<file path="src/rtl/uart_cmd_frame_parser.sv">
// uart_cmd_frame_parser
// Turns the UART receiver's byte stream into validated coprocessor commands.
// Frame format: SYNC, OPCODE, LEN, LEN payload bytes, CHK (XOR of OPCODE, LEN, payload).
// A frame that passes the checksum is held, with its payload buffer frozen,
// until the executor accepts it through the valid/ready handshake.
`timescale 1ns/1ps

module uart_cmd_frame_parser #(
    parameter int         CLOCK_FREQUENCY = 25000000,
    parameter int         TIMEOUT_CYCLES  = CLOCK_FREQUENCY / 1000,
    parameter int         MAX_PAYLOAD     = 16,
    parameter logic [7:0] SYNC_BYTE       = 8'hA5
) (
    input  logic                               i_clk,
    input  logic                               i_rst_n,
    input  logic                               i_rx_done,
    input  logic [7:0]                         i_rx_byte,
    output logic                               o_cmd_valid,
    input  logic                               i_cmd_ready,
    output logic [7:0]                         o_cmd_opcode,
    output logic [$clog2(MAX_PAYLOAD+1)-1:0]   o_cmd_len,
    input  logic [$clog2(MAX_PAYLOAD)-1:0]     i_rd_addr,
    output logic [7:0]                         o_rd_data,
    output logic                               o_busy,
    output logic                               o_err_crc,
    output logic                               o_err_len,
    output logic                               o_err_timeout,
    output logic                               o_err_overrun
);

    localparam int LW = $clog2(MAX_PAYLOAD + 1);
    localparam int AW = $clog2(MAX_PAYLOAD);
    localparam int TW = $clog2(TIMEOUT_CYCLES + 1);

    // Timer value on the last idle cycle before expiry; the next idle edge times out.
    localparam logic [TW-1:0] TMR_LAST = TW'(TIMEOUT_CYCLES - 1);
    localparam logic [7:0]    MAX_LEN  = 8'(MAX_PAYLOAD);

    typedef enum logic [2:0] {
        S_IDLE,
        S_OPCODE,
        S_LEN,
        S_PAYLOAD,
        S_CHECK,
        S_HOLD
    } state_t;

    state_t           r_state;
    state_t           w_next_state;

    logic [7:0]       r_opcode;
    logic [LW-1:0]    r_len;
    logic [AW-1:0]    r_idx;
    logic [7:0]       r_chk;
    logic [TW-1:0]    r_tmr;
    logic [7:0]       r_buf [MAX_PAYLOAD];
    logic [7:0]       r_rd_data;

    logic             r_err_crc;
    logic             r_err_len;
    logic             r_err_timeout;
    logic             r_err_overrun;

    logic             w_err_crc;
    logic             w_err_len;
    logic             w_err_timeout;
    logic             w_err_overrun;

    logic             w_counting;
    logic             w_expire;
    logic             w_len_bad;
    logic             w_last_byte;

    // The inter-byte timer only runs while a frame is being collected.
    assign w_counting  = (r_state == S_OPCODE) || (r_state == S_LEN) ||
                         (r_state == S_PAYLOAD) || (r_state == S_CHECK);
    // A byte arriving on the expiry cycle takes priority over the timeout.
    assign w_expire    = w_counting && (r_tmr == TMR_LAST) && !i_rx_done;
    assign w_len_bad   = (i_rx_byte > MAX_LEN);
    assign w_last_byte = (LW'(r_idx) == (r_len - LW'(1)));

    // State register.
    always_ff @(posedge i_clk or negedge i_rst_n) begin
        if (!i_rst_n) begin
            r_state <= S_IDLE;
        end else begin
            r_state <= w_next_state;
        end
    end

    // Next-state decode and error detection.
    always_comb begin
        w_next_state  = r_state;
        w_err_crc     = 1'b0;
        w_err_len     = 1'b0;
        w_err_timeout = 1'b0;
        w_err_overrun = 1'b0;

        case (r_state)
            S_IDLE: begin
                if (i_rx_done && (i_rx_byte == SYNC_BYTE)) begin
                    w_next_state = S_OPCODE;
                end
            end
            S_OPCODE: begin
                if (i_rx_done) begin
                    w_next_state = S_LEN;
                end
            end
            S_LEN: begin
                if (i_rx_done) begin
                    if (w_len_bad) begin
                        w_next_state = S_IDLE;
                        w_err_len    = 1'b1;
                    end else if (i_rx_byte == 8'h00) begin
                        w_next_state = S_CHECK;
                    end else begin
                        w_next_state = S_PAYLOAD;
                    end
                end
            end
            S_PAYLOAD: begin
                if (i_rx_done && w_last_byte) begin
                    w_next_state = S_CHECK;
                end
            end
            S_CHECK: begin
                if (i_rx_done) begin
                    if (i_rx_byte == r_chk) begin
                        w_next_state = S_HOLD;
                    end else begin
                        w_next_state = S_IDLE;
                        w_err_crc    = 1'b1;
                    end
                end
            end
            S_HOLD: begin
                // Nothing may disturb the held frame; incoming bytes are lost.
                if (i_rx_done) begin
                    w_err_overrun = 1'b1;
                end
                if (i_cmd_ready) begin
                    w_next_state = S_IDLE;
                end
            end
            default: begin
                w_next_state = S_IDLE;
            end
        endcase

        // w_expire implies no byte this cycle, so it never collides with the decode above.
        if (w_expire) begin
            w_next_state  = S_IDLE;
            w_err_timeout = 1'b1;
        end
    end

    // Frame header, running checksum and payload write index.
    always_ff @(posedge i_clk or negedge i_rst_n) begin
        if (!i_rst_n) begin
            r_opcode <= 8'h00;
            r_len    <= '0;
            r_idx    <= '0;
            r_chk    <= 8'h00;
        end else if (i_rx_done) begin
            case (r_state)
                S_OPCODE: begin
                    r_opcode <= i_rx_byte;
                    r_chk    <= i_rx_byte;
                end
                S_LEN: begin
                    if (!w_len_bad) begin
                        r_len <= i_rx_byte[LW-1:0];
                        r_chk <= r_chk ^ i_rx_byte;
                        r_idx <= '0;
                    end
                end
                S_PAYLOAD: begin
                    r_chk <= r_chk ^ i_rx_byte;
                    r_idx <= r_idx + AW'(1);
                end
                default: begin
                end
            endcase
        end
    end

    // Inter-byte timer: cleared by any byte, any state change, or outside a frame.
    always_ff @(posedge i_clk or negedge i_rst_n) begin
        if (!i_rst_n) begin
            r_tmr <= '0;
        end else if (!w_counting || i_rx_done || (w_next_state != r_state)) begin
            r_tmr <= '0;
        end else begin
            r_tmr <= r_tmr + TW'(1);
        end
    end

    // Payload storage; deliberately not reset so stale entries simply persist.
    always_ff @(posedge i_clk) begin
        if ((r_state == S_PAYLOAD) && i_rx_done) begin
            r_buf[r_idx] <= i_rx_byte;
        end
    end

    // Registered read port for the executor.
    always_ff @(posedge i_clk or negedge i_rst_n) begin
        if (!i_rst_n) begin
            r_rd_data <= 8'h00;
        end else begin
            r_rd_data <= r_buf[i_rd_addr];
        end
    end

    // Error pulses, registered so each is exactly one cycle wide.
    always_ff @(posedge i_clk or negedge i_rst_n) begin
        if (!i_rst_n) begin
            r_err_crc     <= 1'b0;
            r_err_len     <= 1'b0;
            r_err_timeout <= 1'b0;
            r_err_overrun <= 1'b0;
        end else begin
            r_err_crc     <= w_err_crc;
            r_err_len     <= w_err_len;
            r_err_timeout <= w_err_timeout;
            r_err_overrun <= w_err_overrun;
        end
    end

    assign o_cmd_valid   = (r_state == S_HOLD);
    assign o_busy        = (r_state != S_IDLE);
    assign o_cmd_opcode  = r_opcode;
    assign o_cmd_len     = r_len;
    assign o_rd_data     = r_rd_data;
    assign o_err_crc     = r_err_crc;
    assign o_err_len     = r_err_len;
    assign o_err_timeout = r_err_timeout;
    assign o_err_overrun = r_err_overrun;

endmodule

</file>
<file path="config.mk">
export PLATFORM = sky130hd
export DESIGN_NAME = uart_cmd_frame_parser
export DESIGN_NICKNAME = d
export VERILOG_FILES = /design/src/rtl/uart_cmd_frame_parser.sv
export SDC_FILE = /design/constraint.sdc
export NUM_CORES = 1
export LEC_CHECK = 0
export BUFFER_PORTS_ARGS = -buffer_cell sky130_fd_sc_hd__buf_2
export CORE_MARGIN = 1
export CORE_UTILIZATION = 65
export CTS_CLUSTER_SIZE = 16
export DETAILED_ROUTE_END_ITERATION = 8
export GPL_TIMING_DRIVEN = 1
export PLACE_DENSITY = 0.81
export SLEW_MARGIN = 10
export SYNTH_ARGS = -nofsm -noshare
export SYNTH_HDL_FRONTEND = slang
export SYNTH_SLANG_ARGS = --single-unit
</file>
<file path="constraint.sdc">
create_clock -name i_clk -period 4.3 [get_ports i_clk]
set_input_delay 0.645 -clock i_clk [delete_from_list [all_inputs] [get_ports i_clk]]
set_output_delay 0.645 -clock i_clk [all_outputs]
set_load 0.01 [all_outputs]
</file>
==> flow_metrics.env, run 1 <==
export IMPL_rsz0062_at_grt="no"
export IMPL_start_util_pct=67.48
export IMPL_hp_class="in -> async"
export IMPL_p_sw_w=0.0007818
export IMPL_setup_viol=0
export IMPL_yosysSeqAreaShare_pct=67.17
export IMPL_cts_max_level=4
export IMPL_critPathBufInv=0
export IMPL_cts_resized_gates=0
export IMPL_drv_slew=0
export IMPL_layout_min_cycle_time_ns=2.612
export IMPL_synth_top_cell_by_area="edfxtp_1"
export IMPL_synthTopCellsByArea="edfxtp_1, dfrtp_1, mux4_2"
export IMPL_overflow=0
export IMPL_tightest_slew_ns=1.210
export IMPL_violations="design-rule violations"
export IMPL_fin_nets=528
export IMPL_pwr_share_comb_pct=4.9
export IMPL_seqPwrFrac_pct=52.4
export IMPL_critPathMaxStageDelay_ns=0.92
export IMPL_antenna_found_initial=0
export IMPL_p_int_w=0.002902
export IMPL_cp_start_kind="register"
export IMPL_rrSetupSlack_ns=1.69
export IMPL_core_um2=11520
export IMPL_cp_arrival_ns=2.66
export IMPL_max_slew_margin_rel_pct=19.04
export IMPL_ys_async_sr_fraction_pct=30.05
export IMPL_synthDistinctLibCells=51
export IMPL_syn_inst=463
export IMPL_timing_final_hold_violations=0
export IMPL_dieHeight_um=111.3
export IMPL_port_buffer_count=42
export IMPL_cap_violations=0
export IMPL_grt_max_degree=39
export IMPL_postCtsSetupBuffers=0
export IMPL_synthFlopType="edfxtp_1"
export IMPL_status="finished, violations left"
export IMPL_clock_power_share_pct=42.7
export IMPL_die_area_um2=12400
export IMPL_yosys_warnings=0
export IMPL_n_fill_cell=652
export IMPL_vias=4385
export IMPL_syn_nets=485
export IMPL_synth_edff_count=128
export IMPL_crit_slowest_cell="nor2_1"
export IMPL_vdd_drop_max_uv=242.9
export IMPL_cts_tree="done"
export IMPL_synth_seq_cells=183
export IMPL_grt_usage_pct=28.81
export IMPL_ant_nets=0
export IMPL_path_clk_slew_ns=0.07
export IMPL_first_global_vias=4429
export IMPL_vias_per_cell=6.624
export IMPL_clockRootBuffer="clkbuf_16"
export IMPL_antenna_cells=0
export IMPL_die_x_um=111.3
export IMPL_drive_gt1_share_pct=28.32
export IMPL_reg2reg_to="r_buf[4][0]$_DFFE_PP_"
export IMPL_cts_max_path_buffers=2
export IMPL_max_freq_mhz=382.8
export IMPL_cts_sinks=183
export IMPL_dr_pass1_iters=7
export IMPL_synth_avg_cell_area_um2=16.78
export IMPL_synthToLayoutAreaGrowth_pct=12.19
export IMPL_period_share_pct=60.75
export IMPL_critPathMaxFanout=11
export IMPL_rr_startpoint="r_state[2]$_DFF_PN0_"
export IMPL_netSwitchingFraction_pct=21.22
export IMPL_grt_pass1_wl_um=25660
export IMPL_finalSetupTns_ns=0
export IMPL_worst_setup_path_end_kind="register"
export IMPL_cts_hold_fix_buffers=0
export IMPL_clock_skew_ns=0.009861
export IMPL_cts_inserted_buffers=17
export IMPL_dr_first_iter_drc_count=549
export IMPL_io_pins=43
export IMPL_criticalPathCategory="reg -> reg"
export IMPL_worstPathCellList="and2b_1, and3_1, nand2_1, nor2_1"
export IMPL_p_per_area_nw_per_um2=422.5
export IMPL_synth_top_area_share_pct=49.46
export IMPL_syn_area_um2=7771
export IMPL_rows=39
export IMPL_gp_congestion=0.8338
export IMPL_required_ns=4.34
export IMPL_cpLargestDelayFamily="simple AND/OR/NAND/NOR gates"
export IMPL_drc_errors=6
export IMPL_totalWireLength_um=16190
export IMPL_hpwlAfterDp_um=10120
export IMPL_holdWs_ns=0.1652
export IMPL_rr_worst_depth=4
export IMPL_p_leak_nw=3.179
export IMPL_insertion_delay_ns=0.43
export IMPL_wire_per_inst_um=24.45
-- registers in the layout, indices dropped and copies added, names as in the netlist --
| signal | flops |
|---|---|
| o_cmd_opcode | 8 |
| o_err_overrun | 1 |
| o_err_len | 1 |
| o_err_crc | 1 |
| r_idx | 4 |
| o_cmd_len | 5 |
| o_rd_data | 8 |
| o_err_timeout | 1 |
| r_buf | 128 |
| r_state | 3 |
| r_tmr | 15 |
| r_chk | 8 |
-- kinds of logic (layout without fill, tap and decap cells) --
family                   after synthesis  in the layout  synth area share (%)
adder cells (fa/ha/maj)                6              6                0.9660
XOR/XNOR                              28             28                 3.156
flip-flops                           183            183                 67.17
buffers and inverters                 29             85                 1.578
multiplexers                          53             53                 13.46
AO/OA/AOI/OAI                         40             40                 3.864
AND/OR/NAND/NOR                      124            124                 9.805
-- cells in the mapped netlist (2+ instances only) --
cell type  number
a21oi_1         5
a22o_1          8
a31oi_1         2
and2_1          4
and2b_1         2
and3_1          8
buf_1           3
buf_2           5
clkbuf_1       11
dfrtp_1        55
edfxtp_1      128
ha_1            6
inv_1           9
mux2_2         12
mux4_2         40
nand2_1        21
nand2b_1        4
nand3_1        10
nand3b_1        4
nand4_1         3
nor2_1         30
nor2b_1        10
nor3_1          8
nor3b_1         2
nor4b_2         7
o21a_1          2
o21ai_0         4
o21ai_1        10
o31ai_4         2
xnor2_1        19
xor2_1          9
-- through the flow --
step                utilization (%)  total power (W)  area, µm²  worst slack (ns)  cells
floorplan                         -         0.002069       7771             1.997    463
global placement              70.22         0.002141       8087             1.372    630
detailed placement            70.39         0.002148       8107             1.453    630
CTS                           75.71         0.003703       8718             1.696    662
global route                  75.71         0.003782       8718             1.554    662
finish                        75.71         0.003684       8718             1.688    662
-- worst max path at each step --
| stage | cells after the start | to | start | slack [ns] |
|---|---|---|---|---|
| 2_1_floorplan | 6 | r_buf[0][0]$_DFFE_PP_ | i_rx_done | 2.00 |
| 3_3_place_gp | 5 | r_buf[2][7]$_DFFE_PP_ | i_rx_done | 1.37 |
| 3_5_place_dp | 5 | r_buf[4][0]$_DFFE_PP_ | i_rx_done | 1.45 |
| 4_1_cts | 4 | r_buf[4][0]$_DFFE_PP_ | r_state[2]$_DFF_PN0_ | 1.70 |
| 5_1_grt | 4 | r_buf[4][1]$_DFFE_PP_ | r_state[2]$_DFF_PN0_ | 1.55 |
| 6_report | 4 | r_buf[4][0]$_DFFE_PP_ | r_state[2]$_DFF_PN0_ | 1.69 |
-- final cells by class --
class | count | area (µm²) | area share (%)
Timing Repair Buffer | 44 | 225.2 | 2.583
Tap cell | 143 | 178.9 | 2.052
Inverter | 9 | 33.78 | 0.3875
Sequential cell | 183 | 5220 | 59.87
Clock inverter | 10 | 105.1 | 1.206
Clock buffer | 22 | 506.7 | 5.812
Multi-Input combinational cell | 251 | 2449 | 28.09
-- power by group through the flow --
stage	sequential, W	clock [W]	combinational (W)
after detailed placement	0.00196	0	0.000184
after global placement	0.00196	0	0.000177
after floorplan	0.00197	0	0.000101
after CTS	0.00193	0.00159	0.000185
final	0.00193	0.00157	0.000182
after global routing	0.00193	0.00165	0.000198
-- placed cells by master, fill, tap and decap left out, types with 2 or more instances in the layout --
cell type  count
xnor2_1       19
o21ai_0        4
inv_1          9
and2b_1        2
mux4_2        40
o31ai_4        2
mux2_2        12
dfrtp_1       55
o21ai_1       10
nor3_2         5
xor2_1         9
edfxtp_1     128
clkbuf_8       2
o21a_1         2
nand2_1       21
nor2b_1       10
nor3_1         4
inv_6          4
nand3_1       10
clkinv_4       4
nor2_1        30
a31oi_1        2
nand3b_1       4
a21oi_1        5
clkbuf_16     19
buf_2         42
ha_1           6
buf_4          2
nand2b_1       4
nor4b_2        7
and3_1         8
a22o_1         8
and2_1         4
nand4_1        3
nor3b_1        2
-- layer usage --
| layer | up-vias | track usage (%) | part of all wire [%] |
|---|---|---|---|
| met1 | 2264 | 39.78 | 41 |
| met5 | - | 0 | 0 |
| met2 | 221 | 45.13 | 50 |
| met3 | 32 | 6.750 | 7.3 |
| met4 | 0 | 11.89 | 2.3 |
| li1 | 1868 | - | - |
(Power assumes the default switching activity.)
==> inputs of run 2 (changes only) <==
- CORE_UTILIZATION: 65 -> 61
- PLACE_DENSITY: 0.81 -> 0.77
- clock period: 4.3 -> 2.65 ns (I/O delays scaled with it)
==> flow_metrics.env, run 2 (synthesis results as in run 1) <==
export IMPL_antenna_found_initial=0
export IMPL_ant_nets=0
export IMPL_dr_first_iter_drc_count=438
export IMPL_setup_slack_ns=0.3946
export IMPL_period_share_pct=85.11
export IMPL_top_register="r_buf"
export IMPL_core_um2=12210
export IMPL_mostFrequentLayoutCell="edfxtp_1"
export IMPL_tightest_slew_ns=0.7634
export IMPL_clock_skew_ns=0.007986
export IMPL_critPathMaxFanout=17
export IMPL_rr_startpoint="r_state[0]$_DFF_PN0_"
export IMPL_hpwlAfterDp_um=10450
export IMPL_cap_violations=0
export IMPL_grt_pass1_wl_um=25070
export IMPL_p_per_area_nw_per_um2=649.4
export IMPL_vias_per_cell=6.145
export IMPL_cts_hold_fix_buffers=0
export IMPL_hp_class="in -> async"
export IMPL_post_place_ws_ns=0.4072
export IMPL_grt_usage_pct=27.77
export IMPL_cts_sinks=183
export IMPL_rsz0062_at_grt="no"
export IMPL_max_freq_mhz=443.4
export IMPL_worst_setup_path_end_kind="register"
export IMPL_drive_gt1_share_pct=30.33
export IMPL_io_pins=43
export IMPL_gp_congestion=0.9197
export IMPL_clockRootBuffer="clkbuf_16"
export IMPL_die_area_um2=13200
export IMPL_postCtsSetupBuffers=0
export IMPL_vdd_drop_max_uv=333.5
export IMPL_reg_top3="r_buf: 128 flops, r_tmr: 15 flops"
export IMPL_max_slew_margin_rel_pct=49.11
export IMPL_setup_viol=0
export IMPL_timing_final_hold_violations=0
export IMPL_cts_inserted_buffers=17
export IMPL_antenna_cells=0
export IMPL_drv_slew=0
export IMPL_power_w=0.005768
export IMPL_port_buffer_count=42
export IMPL_start_util_pct=63.64
export IMPL_fin_nets=553
export IMPL_required_ns=2.97
export IMPL_n_fill_cell=781
export IMPL_finalSetupTns_ns=0
export IMPL_vias=4375
export IMPL_cp_arrival_ns=2.58
export IMPL_cts_max_level=4
export IMPL_criticalPathCategory="reg -> reg"
export IMPL_final_cell_mix="edfxtp_1, dfrtp_1, buf_2, mux4_2, nor2_1"
export IMPL_largest_reg_flops=128
export IMPL_status="finished, final reports clean"
export IMPL_cts_tree="done"
export IMPL_rows=40
export IMPL_cts_resized_gates=0
export IMPL_path_clk_slew_ns=0.07
export IMPL_drc_errors=0
export IMPL_layout_min_cycle_time_ns=2.255
export IMPL_overflow=0
export IMPL_cp_start_kind="register"
export IMPL_dieHeight_um=114.9
export IMPL_dr_pass1_iters=5
export IMPL_grt_max_degree=56
export IMPL_cts_max_path_buffers=2
export IMPL_insertion_delay_ns=0.43
export IMPL_synthToLayoutAreaGrowth_pct=14.30
export IMPL_p_leak_nw=3.268
export IMPL_first_global_vias=4245
export IMPL_crit_start="r_state[0]$_DFF_PN0_"
export IMPL_wire_per_inst_um=23.14
export IMPL_totalWireLength_um=16480
export IMPL_die_x_um=114.9
-- run 2: layout make-up --
type | instances | area (µm²) | area share, %
timing repair buffer | 69 | 437.9 | 4.930
inverter | 9 | 33.78 | 0.3803
clock buffer | 24 | 503.0 | 5.663
multi-input combinational | 251 | 2429 | 27.34
sequential | 183 | 5220 | 58.77
clock inverter | 8 | 48.80 | 0.5494
tap | 168 | 210.2 | 2.367
-- run 2: routing by layer --
layer  track usage [%]  vias to the layer above  routed length [µm]
met5                 0                        -                   0
met4             10.13                        0                 345
met3             6.537                       27                1134
met2             45.86                      173                8479
met1             36.46                     2245                6519
li1                  -                     1930                   -
-- run 2: stage by stage --
stage / hold WS (ns) / std cells / cell area (µm²) / util [%]
global route: 0.1553 / 712 / 8882 / 72.74
CTS: 0.1454 / 712 / 8882 / 72.74
floorplan: 0.1019 / 463 / 7771 / -
detailed placement: 0.4897 / 680 / 8330 / 68.22
global placement: 0.4860 / 680 / 8330 / 68.22
finish: 0.09905 / 712 / 8882 / 72.74
-- run 2: path summary, 6_finish.rpt --
kind / slack, ns / end / depth (start not counted)
worst max-delay path: 0.39 / r_tmr[0]$_DFF_PN0_ / 5
worst min-delay path: 0.1 / o_rd_data[1]$_DFF_PN0_ / 2
worst max register to register: 0.39 / r_tmr[0]$_DFF_PN0_ / 5
worst min register to register: 0.50 / o_cmd_opcode[5]$_DFFE_PN0P_ / 1
max in group asynchronous: 2.03 / r_tmr[11]$_DFF_PN0_ / 2
min in group i_clk: 0.29 / o_err_overrun$_DFF_PN0_ / 2
-- run 2: where the power goes --
group / leakage [nW] / internal (W) / switching, W
Clock: 0.273 / 0.00132 / 0.00101
Sequential: 1.90 / 0.00310 / 0.0000290
Combinational: 1.10 / 0.000142 / 0.000166
-- run 2: worst max-delay path, stage by stage, from the launching register on --
cell      delay [ns]
dfrtp_1         0.53
o21ai_0         0.38
nand3b_4        0.29
o31ai_4         0.44
o31ai_4         0.18
nor4b_2         0.32
